==> src/rtl/wbu_lq.sv <==
`default_nettype none
// +----------------------------------------------------------------------------+
// | wbu_lq : in-order writeback stage with load-pending queue.                 |
// | Optional macro WBU_LOAD_ALIGN_EN enables sub-word load extraction.         |
// | Revision: 1.0                                                              |
// +----------------------------------------------------------------------------+
module wbu_lq #(
  parameter int DataWidth    = 32,
  parameter int RegAddrWidth = 5,
  parameter int Depth        = 4
) (
  input  logic                             clk,
  input  logic                             rst_n,
  input  logic                             in_valid,
  output logic                             in_ready,
  input  logic                             in_regwrite,
  input  logic                             in_memtoreg,
  input  logic [RegAddrWidth-1:0]          in_addr_dst,
  input  logic [DataWidth-1:0]             in_alu_result,
  input  logic [1:0]                       in_ld_size,
  input  logic                             in_ld_unsigned,
  input  logic [$clog2(DataWidth/8)-1:0]   in_ld_offset,
  input  logic                             mem_rvalid,
  input  logic [DataWidth-1:0]             mem_rdata,
  output logic                             wbu_we,
  output logic [RegAddrWidth-1:0]          wbu_addr_dst,
  output logic [DataWidth-1:0]             wbu_result,
  output logic                             wbu_err
);

  localparam int c_off_w = $clog2(DataWidth/8);
  localparam int c_ptr_w = $clog2(Depth);
  localparam int c_cnt_w = c_ptr_w + 1;

  logic                    r_q_regwrite [Depth];
  logic                    r_q_memtoreg [Depth];
  logic [RegAddrWidth-1:0] r_q_addr     [Depth];
  logic [DataWidth-1:0]    r_q_alu      [Depth];

  logic [c_ptr_w-1:0] r_rd_ptr;
  logic [c_ptr_w-1:0] r_wr_ptr;
  logic [c_cnt_w-1:0] r_count;
  logic               r_in_ready;
  logic               r_we;
  logic [RegAddrWidth-1:0] r_addr;
  logic [DataWidth-1:0]    r_result;
  logic               r_err;

  logic               w_empty;
  logic               w_accept;
  logic               w_head_retire;
  logic               w_bypass;
  logic               w_enq;
  logic               w_retire;
  logic               w_resp_err;
  logic [c_cnt_w-1:0] w_next_count;
  logic                    w_sel_regwrite;
  logic                    w_sel_memtoreg;
  logic [RegAddrWidth-1:0] w_sel_addr;
  logic [DataWidth-1:0]    w_sel_alu;
  logic [DataWidth-1:0]    w_load_data;
  logic [DataWidth-1:0]    w_sel_result;

`ifdef WBU_LOAD_ALIGN_EN
  logic [1:0]         r_q_size [Depth];
  logic               r_q_uns  [Depth];
  logic [c_off_w-1:0] r_q_off  [Depth];
  logic [1:0]         w_sel_size;
  logic               w_sel_uns;
  logic [c_off_w-1:0] w_sel_off;

  // Shift the addressed lane down to bit 0, then extend from the access width.
  function automatic logic [DataWidth-1:0] f_extract(
    input logic [DataWidth-1:0] data,
    input logic [1:0]           size,
    input logic                 uns,
    input logic [c_off_w-1:0]   off
  );
    logic [c_off_w-1:0]   aoff;
    logic [DataWidth-1:0] sh;
    logic [DataWidth-1:0] res;
    case (size)
      2'b00:   aoff = off;
      2'b01:   aoff = off & ~c_off_w'(1);
      2'b10:   aoff = off & ~c_off_w'(3);
      default: aoff = '0;
    endcase
    sh = data >> {aoff, 3'b000};
    case (size)
      2'b00: begin
        if (uns) res = DataWidth'(sh[7:0]);
        else     res = DataWidth'($signed(sh[7:0]));
      end
      2'b01: begin
        if (uns) res = DataWidth'(sh[15:0]);
        else     res = DataWidth'($signed(sh[15:0]));
      end
      2'b10: begin
        if (uns) res = DataWidth'(sh[31:0]);
        else     res = DataWidth'($signed(sh[31:0]));
      end
      default: res = data;
    endcase
    return res;
  endfunction
`else
  logic w_unused_ld;
  assign w_unused_ld = ^{in_ld_size, in_ld_unsigned, in_ld_offset};
`endif

  assign w_empty       = (r_count == '0);
  assign w_accept      = in_valid && r_in_ready;
  assign w_head_retire = !w_empty && (!r_q_memtoreg[r_rd_ptr] || mem_rvalid);
  assign w_bypass      = w_empty && w_accept && (!in_memtoreg || mem_rvalid);
  assign w_enq         = w_accept && !w_bypass;
  assign w_retire      = w_head_retire || w_bypass;
  // A response is orphaned unless a load at the head or a bypassing load takes it.
  assign w_resp_err    = mem_rvalid &&
                         (w_empty ? !(w_accept && in_memtoreg) : !r_q_memtoreg[r_rd_ptr]);
  assign w_next_count  = r_count + c_cnt_w'(w_enq) - c_cnt_w'(w_head_retire);

  always_comb begin
    if (w_bypass) begin
      w_sel_regwrite = in_regwrite;
      w_sel_memtoreg = in_memtoreg;
      w_sel_addr     = in_addr_dst;
      w_sel_alu      = in_alu_result;
    end else begin
      w_sel_regwrite = r_q_regwrite[r_rd_ptr];
      w_sel_memtoreg = r_q_memtoreg[r_rd_ptr];
      w_sel_addr     = r_q_addr[r_rd_ptr];
      w_sel_alu      = r_q_alu[r_rd_ptr];
    end
  end

`ifdef WBU_LOAD_ALIGN_EN
  always_comb begin
    if (w_bypass) begin
      w_sel_size = in_ld_size;
      w_sel_uns  = in_ld_unsigned;
      w_sel_off  = in_ld_offset;
    end else begin
      w_sel_size = r_q_size[r_rd_ptr];
      w_sel_uns  = r_q_uns[r_rd_ptr];
      w_sel_off  = r_q_off[r_rd_ptr];
    end
  end
  assign w_load_data = f_extract(mem_rdata, w_sel_size, w_sel_uns, w_sel_off);
`else
  assign w_load_data = mem_rdata;
`endif

  assign w_sel_result = w_sel_memtoreg ? w_load_data : w_sel_alu;

  // Queue storage carries no reset; validity is tracked by the pointers and count.
  always_ff @(posedge clk) begin
    if (w_enq) begin
      r_q_regwrite[r_wr_ptr] <= in_regwrite;
      r_q_memtoreg[r_wr_ptr] <= in_memtoreg;
      r_q_addr[r_wr_ptr]     <= in_addr_dst;
      r_q_alu[r_wr_ptr]      <= in_alu_result;
`ifdef WBU_LOAD_ALIGN_EN
      r_q_size[r_wr_ptr]     <= in_ld_size;
      r_q_uns[r_wr_ptr]      <= in_ld_unsigned;
      r_q_off[r_wr_ptr]      <= in_ld_offset;
`endif
    end
  end

  always_ff @(posedge clk or negedge rst_n) begin
    if (!rst_n) begin
      r_rd_ptr   <= '0;
      r_wr_ptr   <= '0;
      r_count    <= '0;
      r_in_ready <= 1'b1;
      r_we       <= 1'b0;
      r_addr     <= '0;
      r_result   <= '0;
      r_err      <= 1'b0;
    end else begin
      if (w_enq)         r_wr_ptr <= r_wr_ptr + c_ptr_w'(1);
      if (w_head_retire) r_rd_ptr <= r_rd_ptr + c_ptr_w'(1);
      r_count    <= w_next_count;
      r_in_ready <= (w_next_count < c_cnt_w'(Depth));
      if (w_retire) begin
        r_we     <= w_sel_regwrite && (w_sel_addr != '0);
        r_addr   <= w_sel_addr;
        r_result <= w_sel_result;
      end else begin
        r_we     <= 1'b0;
      end
      if (w_resp_err) r_err <= 1'b1;
    end
  end

  assign in_ready     = r_in_ready;
  assign wbu_we       = r_we;
  assign wbu_addr_dst = r_addr;
  assign wbu_result   = r_result;
  assign wbu_err      = r_err;

endmodule
`default_nettype wire

==> config.mk <==
export PLATFORM = sky130hd
export DESIGN_NAME = wbu_lq
export DESIGN_NICKNAME = d
export VERILOG_FILES = /design/src/rtl/wbu_lq.sv
export SDC_FILE = /design/constraint.sdc
export NUM_CORES = 1
export LEC_CHECK = 0
export CAP_MARGIN = 40
export CORE_MARGIN = 4
export CORE_UTILIZATION = 45
export CTS_CLUSTER_DIAMETER = 200
export CTS_CLUSTER_SIZE = 40
export DETAILED_ROUTE_END_ITERATION = 8
export PLACE_DENSITY = 0.76
export SYNTH_ARGS = -nofsm -noshare
export SYNTH_HDL_FRONTEND = slang
export SYNTH_SLANG_ARGS = --single-unit
==> constraint.sdc <==
create_clock -name clk -period 4 [get_ports clk]
set_clock_uncertainty 0.15 [all_clocks]
set_input_delay 0.6 -clock clk [delete_from_list [all_inputs] [get_ports clk]]
set_output_delay 0.6 -clock clk [all_outputs]
set_load 0.03 [all_outputs]
==> results of run 1 <==
==> state kept, by name, summed over array words and instances, names as in the netlist <==
| signal | flops |
|---|---|
| r_q_regwrite | 4 |
| r_q_alu | 128 |
| wbu_addr_dst | 5 |
| wbu_we | 1 |
| r_rd_ptr | 2 |
| wbu_result | 32 |
| r_count | 3 |
| r_wr_ptr | 2 |
| in_ready | 1 |
| r_q_memtoreg | 4 |
| r_q_addr | 20 |
| wbu_err | 1 |
==> area by class of cell <==
class / instances / area [um^2] / area share (%)
Multi-Input combinational cell: 259 / 2500 / 24.3
Tap cell: 234 / 293 / 2.84
Sequential cell: 203 / 5860 / 56.9
Clock inverter: 1 / 30.0 / 0.292
Clock buffer: 12 / 236 / 2.30
Timing Repair Buffer: 134 / 1340 / 13.0
Antenna cell: 1 / 2.50 / 0.0243
Inverter: 9 / 33.8 / 0.328
==> placed cells by master (no fill, tap or decap), types with 3 or more instances in the layout <==
| master | n |
|---|---|
| mux4_2 | 39 |
| clkbuf_1 | 3 |
| clkdlybuf4s50_1 | 113 |
| o21ai_0 | 42 |
| o31ai_1 | 31 |
| dfrtp_1 | 44 |
| edfxtp_1 | 156 |
| buf_4 | 15 |
| buf_12 | 4 |
| xnor2_1 | 3 |
| a221oi_1 | 32 |
| inv_1 | 9 |
| and2_2 | 4 |
| o31a_1 | 34 |
| ha_1 | 6 |
| mux2i_1 | 4 |
| nor3_1 | 33 |
| clkbuf_16 | 9 |
| nor2_1 | 5 |
==> final timing paths <==
kind,from,endpoint,cells past startpoint
max,r_count[1],r_count[2],13
min,rst_n,wbu_result[16],2
max reg2reg,r_count[1],r_count[2],13
min reg2reg,wbu_result[26],wbu_result[26],2
max in group asynchronous,rst_n,wbu_addr_dst[3],3
min in group clk,wbu_result[26],wbu_result[26],2
==> per-layer routing <==
| layer | wire, um | up-vias | track usage (%) |
|---|---|---|---|
| li1 | - | 2319 | - |
| met1 | 8350 | 2724 | 25.4 |
| met2 | 10300 | 251 | 32.5 |
| met3 | 1760 | 29 | 4.59 |
| met4 | 397 | 0 | 4.56 |
| met5 | 0 | - | 0 |
==> timing repair <==
item,4_1_cts,5_1_grt
hold endpoints to repair,10,0
gates resized for setup,0,0
hold buffers,1,0
==> stage by stage <==
step | setup slack, ns | hold slack, ns
6_report | 0.857 | 0.372
5_1_grt | 0.706 | 0.378
4_1_cts | 0.861 | 0.360
3_5_place_dp | 0.600 | 0.347
3_3_place_gp | 0.670 | 0.337
2_1_floorplan | 1.00 | 0.154
==> power by group through the flow <==
stage / Combinational, mW / Sequential, mW / Clock [mW]
final: 3.44 / 2.98 / 1.07
after global routing: 3.70 / 3.02 / 1.17
after CTS: 3.47 / 2.98 / 1.10
after detailed placement: 3.43 / 3.02 / 0
after global placement: 3.34 / 2.99 / 0
after floorplan: 1.93 / 3.39 / 0
==> cell families (layout without fill, tap and decap cells) <==
group,Yosys count,after routing,synth area share (%)
buffers and inverters,60,156,3.08
xor gates and xnor gates,5,5,0.510
muxes,45,45,11.0
other,0,1,0
and+or+nand+nor,54,54,3.25
DFF,203,203,68.3
adders and majority gates,7,7,1.11
AOI/OAI and AO/OA,148,148,12.8
==> results_tabular.tex, run 1 <==
\begin{tabular}{lr}
\hline
Metric & Value \\
\hline
\multicolumn{2}{l}{\textbf{Finish}} \\
Post-Layout Cell Count & 853 \\
Nets & between 700 and 800 \\
Post-layout util & a little under three fifths \\
Fin area & 10300 um\^{}2 \\
Share of final-layout standard cells stronger than drive strength 1 & 14.2\% \\
Filler Cell Count & between 1000 and 1500 \\
Area Growth Syn to Fin & 20.0\% \\
\multicolumn{2}{l}{\textbf{CTS}} \\
Clock transition at the register clock pins on the worst setup and hold paths after CTS & 0.14 ns \\
CTS tree & done \\
\# H-tree levels & 1 \\
Buffer count from post-CTS setup fixing & 0 \\
Number of CTS-inserted buffers & 9 \\
Clk buf depth & 3 \\
Number of sinks handled by clock tree synthesis & 203 \\
Skew-Pair Late Insertion Delay & 0.48 ns \\
Root Buffer & clkbuf\_16 \\
\multicolumn{2}{l}{\textbf{Floorplan}} \\
Ports placed on the boundary & 120 \\
Area of the placeable core & 18700 um\^{}2 \\
Standard-cell row count & 50 \\
Die width & 146 um \\
Floorplan die height & 146 um \\
Initial Util & 45.9\% \\
Total die area & between 20000 and 25000 um\^{}2 \\
\multicolumn{2}{l}{\textbf{Pwr}} \\
Internal power & 4.71 mW \\
Switching Share & 37.1\% \\
Clock share of power & between 10\% and 20\% \\
Power share of the combinational group & 46.0\% \\
Flop pwr share & 39.7\% \\
PwrDens & about 730 nW/um\^{}2 \\
Max rail drop VDD & around 0.4 mV \\
Net switching power & between 2 and 3 mW \\
Pwr Total & 7.49 mW \\
Static leakage power & 3.35 nW \\
\multicolumn{2}{l}{\textbf{Placement}} \\
Final RePlAce weighted congestion & 0.769 \\
Buffers on Ports & 114 \\
Placed wire-length estimate & about 12 mm \\
Placed insts & 838 \\
Placed cell area & 10000 um\^{}2 \\
\multicolumn{2}{l}{\textbf{Route}} \\
Routed wire length & 20.8 mm \\
Number of remaining DRC errors & 0 \\
Final routed wire length divided by cell count & 24.4 um \\
Violation count after the first detailed-route iteration & about 560 \\
Vias per cell & 6.24 \\
Pre-antenna DRT Iters & 5 \\
Overall via count from detail\_route & approximately 5300 \\
Antenna-violating nets left & 0 \\
\multicolumn{2}{l}{\textbf{Logic synthesis}} \\
Share of the yosys chip area belonging to registers & between 60\% and 70\% \\
Mean cell area of the mapped netlist & 16.4 um\^{}2 \\
Number of distinct library cell variants in the gate-level netlist after synthesis & 38 \\
Yosys Warn Count & 0 \\
Instance count of the mapped netlist & about 520 \\
Most frequent cell after synthesis & edfxtp\_1 \\
Synth top area cells & edfxtp\_1, dfrtp\_1, mux4\_2 \\
Portion of synthesized cell area occupied by the leading cell type & about 55\% \\
Cell area after technology mapping & 8580 um\^{}2 \\
Commonest register cell after synthesis & edfxtp\_1 \\
Net Count, Synth & 609 \\
Commonest cells in the synthesized netlist & edfxtp\_1, dfrtp\_1, o21ai\_0 \\
EDFF count, synth & 156 \\
FF+latch count, synth & 203 \\
Share of flip-flops with an asynchronous set or reset after synthesis & 23.2\% \\
Area leader, netlist & edfxtp\_1 \\
\multicolumn{2}{l}{\textbf{Global routing}} \\
First-pass GRT wire length & 32.5 mm \\
Tot GR Track Use & roughly a fifth \\
Number of antenna violations at the first check in global routing & 1 \\
Number of global-route vias before repair & 5701 \\
Largest net degree at the start of global routing & 42 \\
Overflow left after global routing & 0 \\
\multicolumn{2}{l}{\textbf{Worst setup path}} \\
Crit path launch type & flip-flop \\
Sum of buffers and inverters on the critical path & 5 \\
Crit-path slowest cell & or3\_2 \\
Arrival time at the worst endpoint & 3.37 ns \\
Data required time of the worst path & 4.22 ns \\
Setup Crit Path Kind & reg -> reg \\
Largest incremental delay on the critical path & $\sim$0.70 ns \\
CP max FO & 16 \\
Series of cell instances along the critical path & or3\_2 > nor2\_1 > nor2\_1 > buf\_4 > inv\_1 > ha\_1 > inv\_1 > ha\_1 > inv\_1 > fa\_1 > xnor2\_1 > xor2\_1 > inv\_1 \\
Capturing element type of the critical path & flip-flop \\
Largest delay share family, worst path & simple AND/OR/NAND/NOR gates \\
Worst reg-to-reg setup slack & between 0.8 and 0.9 ns \\
Most used cell, CP & inv\_1 \\
\multicolumn{2}{l}{\textbf{Timing}} \\
Final Hold Violating Endpoints & 0 \\
Total setup violations reported at the end of the flow & 0 \\
Worst-margin pin slew & 0.911 ns \\
Ratio of final minimum period to clock period & 78.6\% \\
Relative slew slack & approximately two fifths \\
Post-route minimum period & 3.14 ns \\
Total count of max-transition violations in the final report & 0 \\
Setup repair after global routing missed its margin & false \\
Setup TNS & 0 ns \\
Maximum frequency from static timing analysis & 318 MHz \\
\multicolumn{2}{l}{\textbf{Status}} \\
Run status & completed \\
\multicolumn{2}{l}{\textbf{Hold path}} \\
Worst min-delay path category & in -> async \\
\multicolumn{2}{l}{\textbf{Run}} \\
Max-cap check violation count & 0 \\
\hline
\end{tabular}
(Power assumes the default switching activity.)
==> inputs of run 2 (changes only) <==
PLACE_DENSITY = 0.78   (was 0.76)
clock period = 2.6 ns   (was 4 ns; I/O delays follow)
==> results_tabular.tex, run 2 (synthesis results as in run 1) <==
\begin{tabular}{lr}
\hline
Metric & Value \\
\hline
\multicolumn{2}{l}{\textbf{Pwr}} \\
Static leakage power & 3.53 nW (+5.5\%) \\
Internal power & 7.57 mW (+61\%) \\
Net switching power & 4.45 mW (+60\%) \\
Clock share of power & 13.6\% (-0.7 points) \\
PwrDens & 1130 nW/um\^{}2 (+55\%) \\
Power share of the combinational group & 48.3\% (+2.3 points) \\
Switching Share & 37.0\% (-0.14 points) \\
Max rail drop VDD & 0.842 mV (+110\%) \\
Flop pwr share & 38.1\% (-1.6 points) \\
\multicolumn{2}{l}{\textbf{Floorplan}} \\
Floorplan die height & 146 um (unchanged) \\
Initial Util & 45.9\% (unchanged) \\
Ports placed on the boundary & 120 (unchanged) \\
Standard-cell row count & 50 (unchanged) \\
Die width & 146 um (unchanged) \\
Total die area & 21300 um\^{}2 (unchanged) \\
Area of the placeable core & 18700 um\^{}2 (unchanged) \\
\multicolumn{2}{l}{\textbf{Finish}} \\
Commonest cells after routing, fill and taps aside & edfxtp\_1, clkdlybuf4s50\_1, dfrtp\_1 \\
Area Growth Syn to Fin & 24.0\% \\
Register with the most flip-flops & r\_q\_alu \\
Leading cell type in the layout, fill and taps excluded & edfxtp\_1 \\
Filler Cell Count & 1379 (-4.4\%) \\
Post-Layout Cell Count & 884 (+3.6\%) \\
Max FFs per register & 128 (unchanged) \\
Fin area & 10600 um\^{}2 (+3.3\%) \\
Ant. Diodes & 0 (-1) \\
Share of final-layout standard cells stronger than drive strength 1 & 19.5\% (+5.3 points) \\
Nets & 735 (+4.6\%) \\
\multicolumn{2}{l}{\textbf{Timing}} \\
Final worst-path setup slack & -0.153 ns (-1.01 ns) \\
Relative slew slack & 45.9\% (+6.6 points) \\
Final Hold Violating Endpoints & 0 (unchanged) \\
Post-route minimum period & 2.75 ns (-0.390 ns) \\
Worst-margin pin slew & 0.812 ns (-0.0992 ns) \\
Setup repair after global routing missed its margin & true \\
Total count of max-transition violations in the final report & 0 (unchanged) \\
Maximum frequency from static timing analysis & 363 MHz (+14\%) \\
Ratio of final minimum period to clock period & 106\% (+27 points) \\
Hold slack final & 0.376 ns (+0.00369 ns) \\
Total setup violations reported at the end of the flow & 2 (+2) \\
\multicolumn{2}{l}{\textbf{Worst setup path}} \\
Data required time of the worst path & 2.75 ns (-1.47 ns) \\
Worst reg-to-reg setup slack & -0.15 ns (-1.01 ns) \\
Most used cell, CP & inv\_1 \\
First element of the critical path & r\_rd\_ptr[0] \\
Capturing element type of the critical path & flip-flop \\
Largest incremental delay on the critical path & 0.56 ns (-0.14 ns) \\
Series of cell instances along the critical path & mux4\_2 > a21oi\_2 > ha\_1 > inv\_1 > ha\_1 > inv\_1 > fa\_2 > xnor2\_2 > xor2\_1 > inv\_1 \\
Start of the worst register-to-register path & r\_rd\_ptr[0] \\
CP max FO & 2 (-14) \\
Crit-path slowest cell & mux4\_2 \\
Arrival time at the worst endpoint & 2.91 ns (-0.46 ns) \\
Crit path launch type & flip-flop \\
Setup Crit Path Kind & reg -> reg \\
\multicolumn{2}{l}{\textbf{Global routing}} \\
First-pass GRT wire length & 34.5 mm (+6.2\%) \\
Largest net degree at the start of global routing & 42 (unchanged) \\
Number of global-route vias before repair & 6068 (+6.4\%) \\
Routing layer with the top usage in global route & met2 \\
Global-route track usage on met2 & 33.7\% (+1.2 points) \\
Met1 Track Usage GR & 28.8\% (+3.4 points) \\
Number of antenna violations at the first check in global routing & 0 (-1) \\
Met3 Track Usage GR & 3.17\% (-1.4 points) \\
Overflow left after global routing & 0 (unchanged) \\
Tot GR Track Use & 20.3\% (+1.1 points) \\
\multicolumn{2}{l}{\textbf{Hold path}} \\
Worst min-delay path category & in -> async \\
\multicolumn{2}{l}{\textbf{Route}} \\
Final routed wire length divided by cell count & 24.6 um (+0.95\%) \\
Violation count after the first detailed-route iteration & 647 (+16\%) \\
Routed wire length & 21.8 mm (+4.6\%) \\
Pre-antenna DRT Iters & 5 (unchanged) \\
Number of remaining DRC errors & 0 (unchanged) \\
Overall via count from detail\_route & 5598 (+5.2\%) \\
Antenna-violating nets left & 0 (unchanged) \\
Vias per cell & 6.33 (+1.5\%) \\
\multicolumn{2}{l}{\textbf{Placement}} \\
Final RePlAce weighted congestion & 0.833 (+8.3\%) \\
Placed wire-length estimate & 13.8 mm (+10\%) \\
Placed cell area & 10300 um\^{}2 (+2.7\%) \\
Buffers on Ports & 114 (unchanged) \\
Placed insts & 864 (+3.1\%) \\
\multicolumn{2}{l}{\textbf{CTS}} \\
Number of sinks handled by clock tree synthesis & 203 (unchanged) \\
Skew-Pair Late Insertion Delay & 0.47 ns (about the same) \\
Number of CTS-inserted buffers & 9 (unchanged) \\
Clk buf depth & 3 (unchanged) \\
Clock transition at the register clock pins on the worst setup and hold paths after CTS & 0.14 ns (about the same) \\
\# H-tree levels & 1 (unchanged) \\
CTS tree & done \\
Root Buffer & clkbuf\_16 \\
\multicolumn{2}{l}{\textbf{Run}} \\
Max-cap check violation count & 0 (unchanged) \\
\multicolumn{2}{l}{\textbf{Status}} \\
Failing checks & negative setup slack \\
Run status & finished, violations left \\
\hline
\end{tabular}
## run 2: cell count changes in the layout (fill, tap and decap cells not counted), moves of 2 or more
cell and change:
buf_4 +26, buf_6 +2, nor2_1 -2, a221oi_1 -2, nor2_4 +2, buf_12 +4
a221oi_2 +2
## run 2: repair_timing
action                                  4_1_cts  5_1_grt
endpoints found under the setup margin       26       26
hold buffers                                  1        0
gates resized for setup                       4        2
pin swaps                                     3        2
cloned                                        0        0
endpoints found under the hold margin        25        0
buffers inserted                              5        1
## run 2: path summary, 6_finish.rpt
kind / cells past startpoint / end
setup / recovery: 10 / r_count[2]
hold / removal: 2 / wbu_result[17]
setup reg to reg: 10 / r_count[2]
hold reg to reg: 1 / wbu_err
max in group asynchronous: 3 / in_ready
min in group clk: 1 / wbu_err
## run 2: layer usage
metal,part of all wire (%),routed length (um)
met1,42,9040
met2,50,10900
met3,7.2,1570
met4,1.3,282
met5,0,0
## run 2: cell type report
type                            count  area (um^2)  area share, %
Clock inverter                      1         30.0          0.282
Inverter                            9         33.8          0.318
Tap cell                          234          293           2.75
Sequential cell                   203         5860           55.1
Multi-Input combinational cell    259         2540           23.9
Clock buffer                       12          236           2.22
Timing Repair Buffer              166         1640           15.4
## run 2: stage by stage
step                utilization [%]  setup TNS, ns  setup slack (ns)  total power, mW
finish                         56.9         -0.214            -0.153             12.0
global route                   56.9          -1.43            -0.239             12.7
CTS                            56.8         -0.235            -0.164             12.1
detailed placement             55.0          -2.02            -0.290             10.3
global placement               55.0         -0.960            -0.154             10.1
floorplan                         -         -0.139            -0.113             8.25
## run 2: power by group through the flow
stage	registers, mW	clock network, mW	logic (mW)
after detailed placement	4.65	0	5.67
after floorplan	5.21	0	3.04
after global placement	4.59	0	5.47
after CTS	4.58	1.66	5.81
after global routing	4.65	1.79	6.25
final	4.58	1.63	5.81
## run 2: critical path, delay by kind of cell, from the launching register on
| kind | cells | cell delay (ns) |
|---|---|---|
| flops | 1 | 0.40 |
| xor+xnor | 2 | 0.35 |
| fa+ha+maj | 3 | 0.75 |
| compound gates | 1 | 0.19 |
| buf+inv | 3 | 0.18 |
| mux | 1 | 0.56 |
==> inputs of run 3 (changes only) <==
PLACE_DENSITY = 0.67   (was 0.78)
==> results_tabular.tex, run 3 (synthesis results as in run 1) <==
\begin{tabular}{lr}
\hline
Metric & Value \\
\hline
\multicolumn{2}{l}{\textbf{Status}} \\
Run status & finished, violations left \\
Failing checks & negative setup slack \\
\multicolumn{2}{l}{\textbf{Placement}} \\
Placed wire-length estimate & 13.1 mm (-4.9\%) \\
Buffers on Ports & 114 (unchanged) \\
Final RePlAce weighted congestion & 0.768 (-7.8\%) \\
Worst slack, placed & -0.253 ns (+0.0364 ns) \\
\multicolumn{2}{l}{\textbf{Hold path}} \\
Worst min-delay path category & in -> async \\
\multicolumn{2}{l}{\textbf{Worst setup path}} \\
Crit path launch type & flip-flop \\
Largest incremental delay on the critical path & 0.56 ns (about the same) \\
Setup Crit Path Kind & reg -> reg \\
Series of cell instances along the critical path & mux4\_2 > a21oi\_4 > ha\_4 > inv\_4 > ha\_4 > inv\_2 > fa\_2 > xnor2\_2 > xor2\_1 > inv\_1 \\
Start of the worst register-to-register path & r\_rd\_ptr[0] \\
CP max FO & 2 (unchanged) \\
Arrival time at the worst endpoint & 2.87 ns (-0.04 ns) \\
Capturing element type of the critical path & flip-flop \\
Worst reg-to-reg setup slack & -0.05 ns (+0.11 ns) \\
Crit-path slowest cell & mux4\_2 \\
Most used cell, CP & ha\_4 \\
Cell count of the worst reg-to-reg path & 10 (unchanged) \\
Capturing point of the worst reg2reg path & r\_count[2] \\
Data required time of the worst path & 2.82 ns (+0.07 ns) \\
\multicolumn{2}{l}{\textbf{Floorplan}} \\
Standard-cell row count & 50 (unchanged) \\
Area of the placeable core & 18700 um\^{}2 (unchanged) \\
Ports placed on the boundary & 120 (unchanged) \\
Die width & 146 um (unchanged) \\
Initial Util & 45.9\% (unchanged) \\
Floorplan die height & 146 um (unchanged) \\
Total die area & 21300 um\^{}2 (unchanged) \\
\multicolumn{2}{l}{\textbf{Timing}} \\
Post-route minimum period & 2.65 ns (-0.108 ns) \\
Setup repair after global routing missed its margin & true \\
Relative slew slack & 43.8\% (-2.1 points) \\
Final worst-path setup slack & -0.0451 ns (+0.108 ns) \\
Ratio of final minimum period to clock period & 102\% (-4.1 points) \\
Worst-margin pin slew & 0.843 ns (+0.0316 ns) \\
Setup TNS & -0.0677 ns (+0.146 ns) \\
Maximum frequency from static timing analysis & 378 MHz (+4.1\%) \\
Total setup violations reported at the end of the flow & 2 (unchanged) \\
Final Hold Violating Endpoints & 0 (unchanged) \\
Total count of max-transition violations in the final report & 0 (unchanged) \\
\multicolumn{2}{l}{\textbf{Route}} \\
Violation count after the first detailed-route iteration & 410 (-37\%) \\
Overall via count from detail\_route & 5400 (-3.5\%) \\
Vias per cell & 6.10 (-3.6\%) \\
Number of remaining DRC errors & 0 (unchanged) \\
Antenna-violating nets left & 0 (unchanged) \\
Final routed wire length divided by cell count & 23.6 um (-4.1\%) \\
Pre-antenna DRT Iters & 4 (-1) \\
Routed wire length & 20.9 mm (-3.9\%) \\
\multicolumn{2}{l}{\textbf{CTS}} \\
Clk buf depth & 3 (unchanged) \\
Root Buffer & clkbuf\_16 \\
CTS tree & done \\
Number of sinks handled by clock tree synthesis & 203 (unchanged) \\
Number of CTS-inserted buffers & 9 (unchanged) \\
\# H-tree levels & 1 (unchanged) \\
Skew-Pair Late Insertion Delay & 0.47 ns (about the same) \\
Clock transition at the register clock pins on the worst setup and hold paths after CTS & 0.14 ns (about the same) \\
\multicolumn{2}{l}{\textbf{Global routing}} \\
Overflow left after global routing & 0 (unchanged) \\
Number of global-route vias before repair & 5680 (-6.4\%) \\
First-pass GRT wire length & 33.0 mm (-4.6\%) \\
Largest net degree at the start of global routing & 42 (unchanged) \\
Tot GR Track Use & 19.5\% (-0.80 points) \\
Number of antenna violations at the first check in global routing & 0 (unchanged) \\
\multicolumn{2}{l}{\textbf{Finish}} \\
Max FFs per register & 128 (unchanged) \\
Area Growth Syn to Fin & 25.1\% \\
Nets & 736 (+0.14\%) \\
Ant. Diodes & 0 (unchanged) \\
Leading cell type in the layout, fill and taps excluded & edfxtp\_1 \\
Register with the most flip-flops & r\_q\_alu \\
Share of final-layout standard cells stronger than drive strength 1 & 20.4\% (+0.89 points) \\
Post-layout util & 57.4\% (+0.51 points) \\
Commonest cells after routing, fill and taps aside & edfxtp\_1, clkdlybuf4s50\_1, dfrtp\_1 \\
\multicolumn{2}{l}{\textbf{Pwr}} \\
Internal power & 7.65 mW (+1.0\%) \\
Clock share of power & 13.5\% (about the same) \\
Max rail drop VDD & 0.503 mV (-40\%) \\
Static leakage power & 3.56 nW (+0.64\%) \\
Power share of the combinational group & 48.5\% (+0.2 points) \\
Flop pwr share & 37.9\% (-0.2 points) \\
Net switching power & 4.38 mW (-1.5\%) \\
Switching Share & 36.4\% (-0.58 points) \\
PwrDens & 1120 nW/um\^{}2 (-0.80\%) \\
\multicolumn{2}{l}{\textbf{Run}} \\
Max-cap check violation count & 0 (unchanged) \\
\hline
\end{tabular}
## run 3: changes by cell type in the layout (fill, tap and decap cells not counted), sizes merged
| cell | previous run | this run |
|---|---|---|
| buf | 52 | 53 |
## run 3: power groups by stage
stage / sequential [mW] / clock (mW) / combinational (mW)
finish: 4.56 / 1.63 / 5.84
global route: 4.64 / 1.80 / 6.30
CTS: 4.57 / 1.67 / 5.77
detailed placement: 4.64 / 0 / 5.71
global placement: 4.60 / 0 / 5.61
floorplan: 5.21 / 0 / 3.04
## run 3: layer usage
metal	track usage [%]	vias to the layer above	wire length [um]
met5	0	-	0
met4	3.25	0	232
met3	3.35	19	1340
met2	32.7	200	10200
met1	27.7	2789	9140
li1	-	2392	-
## run 3: critical path, delay by kind of cell, from the launching register on
| family | cells | cell delay (ns) |
|---|---|---|
| xor gates and xnor gates | 2 | 0.34 |
| adders and majority gates | 3 | 0.74 |
| buffers and inverters | 3 | 0.15 |
| muxes | 1 | 0.56 |
| DFF | 1 | 0.41 |
| AOI/OAI and AO/OA | 1 | 0.22 |
## run 3: through the flow
step	hold WS, ns	power, mW	std cells	area, um^2
after CTS	0.380	12.0	883	10700
after detailed placement	0.349	10.3	868	10400
final	0.378	12.0	885	10700
after global routing	0.411	12.7	885	10700
after global placement	0.341	10.2	868	10400
after floorplan	-0.0556	8.25	522	8640
## run 3: worst max-delay path by stage
stage	from	endpoint	slack, ns	cells past startpoint
after global routing	r_rd_ptr[0]	r_count[2]	-0.15	10
after detailed placement	mem_rvalid	r_count[2]	-0.25	11
after floorplan	in_ready	r_count[2]	-0.11	13
after global placement	in_memtoreg	r_count[2]	-0.20	13
after CTS	r_rd_ptr[0]	r_count[2]	-0.03	10
final	r_rd_ptr[0]	r_count[2]	-0.05	10
## run 3: repair_timing
item                                    4_1_cts  5_1_grt
hold buffers                                  1        0
gates resized for setup                       2       12
cloned                                        0        0
endpoints found under the hold margin        26        0
pin swaps                                     1        6
endpoints found under the setup margin        3       24
buffers inserted                              1        2
## run 3: layout make-up
cell class / count / area, um^2
fill: 1424 / 7970
clock inverter: 1 / 30.0
clock buffer: 12 / 236
timing repair buffer: 167 / 1690
tap: 234 / 293
inverter: 9 / 36.3
multi-input combinational: 259 / 2580
sequential: 203 / 5860
